File: src/rtl/fir_dac_spi_tx.sv
// Rounds/saturates a signed FIR sample to DAC width, converts to offset binary and
// shifts it out as a 16-bit SPI frame. Define DAC_PENDING_EN for a one-entry pending slot.
module fir_dac_spi_tx #(
    parameter int IN_W     = 29,
    parameter int DAC_W    = 12,
    parameter int SHIFT    = 17,
    parameter int SCLK_DIV = 4,
    parameter int GAP_CYC  = 8
) (
    input  logic            CLOCK,
    input  logic            RESET,
    input  logic            sample_valid,
    input  logic [IN_W-1:0] sample_in,
    output logic            busy,
    output logic            sat_pulse,
    output logic            dropped,
    output logic            dac_sclk,
    output logic            dac_sync_n,
    output logic            dac_din
);
    localparam int QW = IN_W + 1 - SHIFT;
    localparam int DW = (SCLK_DIV > 1) ? $clog2(SCLK_DIV) : 1;
    localparam int GW = (GAP_CYC > 1) ? $clog2(GAP_CYC) : 1;
    localparam logic signed [QW-1:0]   Q_MAX = QW'((1 << (DAC_W - 1)) - 1);
    localparam logic signed [QW-1:0]   Q_MIN = QW'(-(1 << (DAC_W - 1)));
    localparam logic signed [IN_W:0]   RND   = (IN_W + 1)'(64'd1 << (SHIFT - 1));

    typedef enum logic [1:0] {ST_IDLE, ST_LOAD, ST_SHIFT, ST_GAP} state_e;

    state_e            state_q, state_d;
    logic [DW-1:0]     div_q, div_d;
    logic [4:0]        half_q, half_d;
    logic [GW-1:0]     gap_q, gap_d;
    logic [IN_W-1:0]   smp_q, smp_d;
    logic [15:0]       sreg_q, sreg_d;
    logic              sclk_q, sclk_d, sync_q, sync_d, din_q, din_d;

    logic signed [IN_W:0]   rnd;
    logic signed [QW-1:0]   q;
    logic                   sat_hi, sat_lo;
    logic [DAC_W-1:0]       code;
    logic                   div_end, shift_end, gap_end;
    logic                   pend_take, gap_take;
    logic [IN_W-1:0]        pend_smp_q;

    // Round half up in one extra bit so the +2^(SHIFT-1) never wraps.
    assign rnd    = $signed({smp_q[IN_W-1], smp_q}) + RND;
    assign q      = QW'(rnd >>> SHIFT);
    assign sat_hi = q > Q_MAX;
    assign sat_lo = q < Q_MIN;

    always_comb begin
        code = {~q[DAC_W-1], q[DAC_W-2:0]};
        if (sat_hi) code = '1;
        if (sat_lo) code = '0;
    end

    assign div_end   = div_q == DW'(SCLK_DIV - 1);
    assign shift_end = (state_q == ST_SHIFT) && div_end && (half_q == 5'd31);
    assign gap_end   = gap_q == GW'(GAP_CYC - 1);
    assign busy      = state_q != ST_IDLE;

`ifdef DAC_PENDING_EN
    logic            pend_vld_q, pend_vld_d, store;
    logic [IN_W-1:0] pend_smp_d;

    // A pending sample enters LOAD during the last gap cycle so sync_n stays high exactly GAP_CYC.
    assign pend_take = pend_vld_q &&
                       (((state_q == ST_GAP) && (int'(gap_q) + 2 >= GAP_CYC)) ||
                        ((GAP_CYC == 1) && shift_end));
    assign gap_take  = (state_q == ST_GAP) && gap_end && sample_valid && !pend_vld_q;
    assign store     = sample_valid && busy && !gap_take;
    assign dropped   = store && pend_vld_q && !pend_take;

    always_comb begin
        pend_vld_d = pend_vld_q;
        pend_smp_d = pend_smp_q;
        if (pend_take) pend_vld_d = 1'b0;
        if (store) begin
            pend_vld_d = 1'b1;
            pend_smp_d = sample_in;
        end
    end

    always_ff @(posedge CLOCK or posedge RESET) begin
        if (RESET) begin
            pend_vld_q <= 1'b0;
            pend_smp_q <= '0;
        end else begin
            pend_vld_q <= pend_vld_d;
            pend_smp_q <= pend_smp_d;
        end
    end
`else
    assign pend_take  = 1'b0;
    assign gap_take   = 1'b0;
    assign pend_smp_q = '0;
    assign dropped    = sample_valid && busy;
`endif

    always_ff @(posedge CLOCK or posedge RESET) begin
        if (RESET) begin
            state_q <= ST_IDLE;
            div_q   <= '0;
            half_q  <= '0;
            gap_q   <= '0;
            smp_q   <= '0;
            sreg_q  <= '0;
            sclk_q  <= 1'b1;
            sync_q  <= 1'b1;
            din_q   <= 1'b0;
        end else begin
            state_q <= state_d;
            div_q   <= div_d;
            half_q  <= half_d;
            gap_q   <= gap_d;
            smp_q   <= smp_d;
            sreg_q  <= sreg_d;
            sclk_q  <= sclk_d;
            sync_q  <= sync_d;
            din_q   <= din_d;
        end
    end

    always_comb begin
        state_d = state_q;
        div_d   = div_q;
        half_d  = half_q;
        gap_d   = gap_q;
        smp_d   = smp_q;
        sreg_d  = sreg_q;
        unique case (state_q)
            ST_IDLE: begin
                if (sample_valid) begin
                    state_d = ST_LOAD;
                    smp_d   = sample_in;
                end
            end
            ST_LOAD: begin
                state_d = ST_SHIFT;
                sreg_d  = 16'(code);
                div_d   = '0;
                half_d  = '0;
            end
            ST_SHIFT: begin
                div_d = div_end ? '0 : div_q + DW'(1);
                if (div_end) begin
                    half_d = half_q + 5'd1;
                    // next half is high: present the next bit on the rising edge
                    if (half_q[0]) sreg_d = {sreg_q[14:0], 1'b0};
                end
                if (shift_end) begin
                    gap_d   = '0;
                    state_d = pend_take ? ST_LOAD : ST_GAP;
                end
            end
            ST_GAP: begin
                gap_d = gap_q + GW'(1);
                if (pend_take || gap_take) state_d = ST_LOAD;
                else if (gap_end)          state_d = ST_IDLE;
            end
        endcase
        if (pend_take)     smp_d = pend_smp_q;
        else if (gap_take) smp_d = sample_in;
    end

    always_comb begin
        sat_pulse = (state_q == ST_LOAD) && (sat_hi || sat_lo);
        sync_d    = state_d != ST_SHIFT;
        sclk_d    = !((state_d == ST_SHIFT) && half_d[0]);
        din_d     = (state_d == ST_SHIFT) && sreg_d[15];
    end

    assign dac_sclk   = sclk_q;
    assign dac_sync_n = sync_q;
    assign dac_din    = din_q;
endmodule
File: config.mk
export PLATFORM = sky130hd
export DESIGN_NAME = fir_dac_spi_tx
export DESIGN_NICKNAME = d
export VERILOG_FILES = /design/src/rtl/fir_dac_spi_tx.sv
export SDC_FILE = /design/constraint.sdc
export NUM_CORES = 1
export LEC_CHECK = 0
export ABC_AREA = 0
export ABC_CLOCK_PERIOD_IN_PS = 5400
export BUFFER_PORTS_ARGS = -buffer_cell sky130_fd_sc_hd__buf_2
export CORE_UTILIZATION = 40
export CTS_CLUSTER_SIZE = 20
export DETAILED_ROUTE_END_ITERATION = 6
export PLACE_DENSITY_LB_ADDON = 0.1
export RECOVER_POWER = 25
export SYNTH_ARGS = -nofsm -noshare
export SYNTH_HDL_FRONTEND = slang
export SYNTH_SLANG_ARGS = --single-unit
File: constraint.sdc
create_clock -name CLOCK -period 5.4 [get_ports CLOCK]
set_input_delay 0.27 -clock CLOCK [delete_from_list [all_inputs] [get_ports CLOCK]]
set_output_delay 0.27 -clock CLOCK [all_outputs]
set_load 0.01 [all_outputs]
==> flow_summary.toml <==
[run_status]
outcome = "finished, violations left"
violations = "max-capacitance violations, max-slew violations"

[sta]
slew-limit-headroom = -0.604
whs_ns = 0.191
slew_viol_final = 45
fmax_mhz = 363
hold_viol = 0
rsz0062_at_grt = "no"
finalSetupViolCount = 0
period_share = 0.510
skew_ns = 0.00709
tns_ns = 0
tightestPinTransition_ns = 2.41
setup_ws_ns = 2.65
fin_crit_ns = 2.75

[logic_synthesis]
synth_ff_type = "dfrtp_1"
synth_cell_types = 57
synth_area_leader_cell = "dfrtp_1"
synth_edf_count = 0
synth.most_common_cell = "dfrtp_1"
synth_top_area_frac = 0.426
synth.net_count = 275
postSynth.asyncResetShare = 1.00
yosysSeqAreaShare = 0.447
yosys_warnings = 0
syn_inst = 232
ys_top_cells_by_count = "dfrtp_1 (42), mux2_2 (15), nor2_1 (15)"
synth_area_leaders = "dfrtp_1 (43%), mux2_2 (6.8%), ha_1 (5.6%)"
syn_avg_cell_area_sq_um = 10.6
synth_area_sq_um = 2470
ys_ff_latch = 44

[cts]
clockBufferDepth = 2
cts.sinks = 44
cts_tree = "done"
clk_latency_ns = 0.30
cts-root-buf = "clkbuf_8"
numCtsBuffers = 5
holdBufCountCts = 0
cts_setup_buffers = 0
cts_resized = 0
htreeDepth = 2
clkTransAtPathRegs_ns = 0.09

[place]
port_buffers = 21
hpwlAfterDp_um = 3420
dp_cells = 318
dpl_cell_area_sq_um = 2610
preCtsSetupSlack_ns = 2.91
gp_congestion = 0.794

[detailed_routing]
top_layer_used = "met4"
drc = 0
wl_met2_um = 2440
drt-initial-drc-count = 43
wl_met3_um = 115
routedWlPerCell_um = 15.0
via_per_inst = 5.51
wl_um = 4890
vias = 1796
drtPass1Iterations = 4
ant_nets = 0
drt-met1-wl_um = 2270

[floorplan]
die_h_um = 80.5
initial_core_util = 0.417
io_pins = 38
rows = 28
core_sq_um = 5920
die-area_sq_um = 6490
die_w_um = 80.5

[critical_path]
path_max_fanout = 11
critPathRequiredTime_ns = 5.13
worst_setup_path_end_kind = "output port"
crit_type = "reg -> out"
critPathLaunchType = "register"
critPathArrivalTime_ns = 2.48

[layout]
fin_area_sq_um = 2690
n_antenna_cell = 0
layout-drive-gt1-share = 0.239
instances_no_fill = 326
nNetsFinal = 293
area_growth_pct = 8.98

[grt]
grt_first_pass_wirelength_um = 8100
grt_use_total = 0.164
antenna_found_initial = 0
grt_pass1_vias = 1733
grt_max_degree = 45
grt-ovfl-total = 0

[power]
ir_drop_v = 0.000245
powerDensity_nw_per_um2 = 521
leakagePower_nw = 1.18

[min_path]
hp-class = "in -> reg"

[job]
drv_cap = 1
## layout by cell type (no fill, tap or decap), types with 2 or more instances in the layout
cell type / n
a21boi_0: 4
a21oi_1: 10
a22o_1: 9
a31o_2: 2
a31oi_1: 2
and2_1: 4
and3_1: 3
buf_2: 21
clkbuf_8: 5
clkinv_2: 2
dfrtp_1: 42
dfstp_2: 2
ha_1: 11
inv_1: 9
mux2_2: 15
nand2_1: 10
nand2b_1: 3
nand3_1: 11
nand4_1: 7
nand4_4: 2
nor2_1: 15
nor2b_1: 2
nor3_1: 2
nor4_1: 2
o211ai_1: 5
o21ai_0: 8
o22ai_1: 7
xnor2_1: 3
xor2_1: 3
## cell type report
type,count,area [sq um]
repair buffers,22,109
clock buffers,5,68.8
inverters,10,37.5
multi-input cells,167,1260
clock inverters,3,18.8
well taps,75,93.8
fillers,586,3230
flip-flops and latches,44,1100
## worst paths after layout
| path | endpoint | start | slack [ns] | cells after the start |
|---|---|---|---|---|
| worst min-delay path | smp_q[28] | sample_in[28] | 0.19 | 2 |
| max in group asynchronous | div_q[0] | RESET | 3.19 | 3 |
| worst max register to register | sreg_q[4] | state_q[0] | 2.92 | 6 |
| worst min register to register | sreg_q[0] | sreg_q[0] | 0.50 | 2 |
| worst max-delay path | sat_pulse | smp_q[16] | 2.65 | 5 |
| min in group asynchronous | smp_q[18] | RESET | 0.84 | 3 |
## registers in the layout, indices dropped and copies added (netlist names)
name and flops:
smp_q 13, div_q 2, dac_sync_n 1, dac_din 1, sreg_q 16, gap_q 3, state_q 2, dac_sclk 1
half_q 5
## report_power, final
part	switching [mW]	internal, mW
logic	0.358	0.260
clock network	0.119	0.0904
registers	0.124	0.449
## per-layer routing
metal  vias to the layer above  GRT usage
li1                        893          -
met1                       872      0.200
met2                        24      0.286
met3                         7     0.0375
met4                         0     0.0482
met5                         -          0
## metrics by stage
step,util,power [mW]
4_1_cts,0.455,1.42
3_5_place_dp,0.440,1.20
2_1_floorplan,-,1.08
5_1_grt,0.454,1.52
3_3_place_gp,0.440,1.19
6_report,0.454,1.40
## kinds of logic after synthesis
group | share of synthesized area
flip-flops | 0.447
AND/OR/NAND/NOR | 0.167
adder cells (fa/ha/maj) | 0.0558
buffers and inverters | 0.0431
AO/OA/AOI/OAI | 0.193
multiplexers | 0.0725
XOR/XNOR | 0.0213
## critical path, cell delays in order, from the launching register on
cell,delay [ns]
dfrtp_1,0.46
ha_1,0.36
nand4b_1,0.28
a2111oi_4,0.70
o21a_1,0.24
buf_2,0.13
Power figures use the tool's default switching activity.
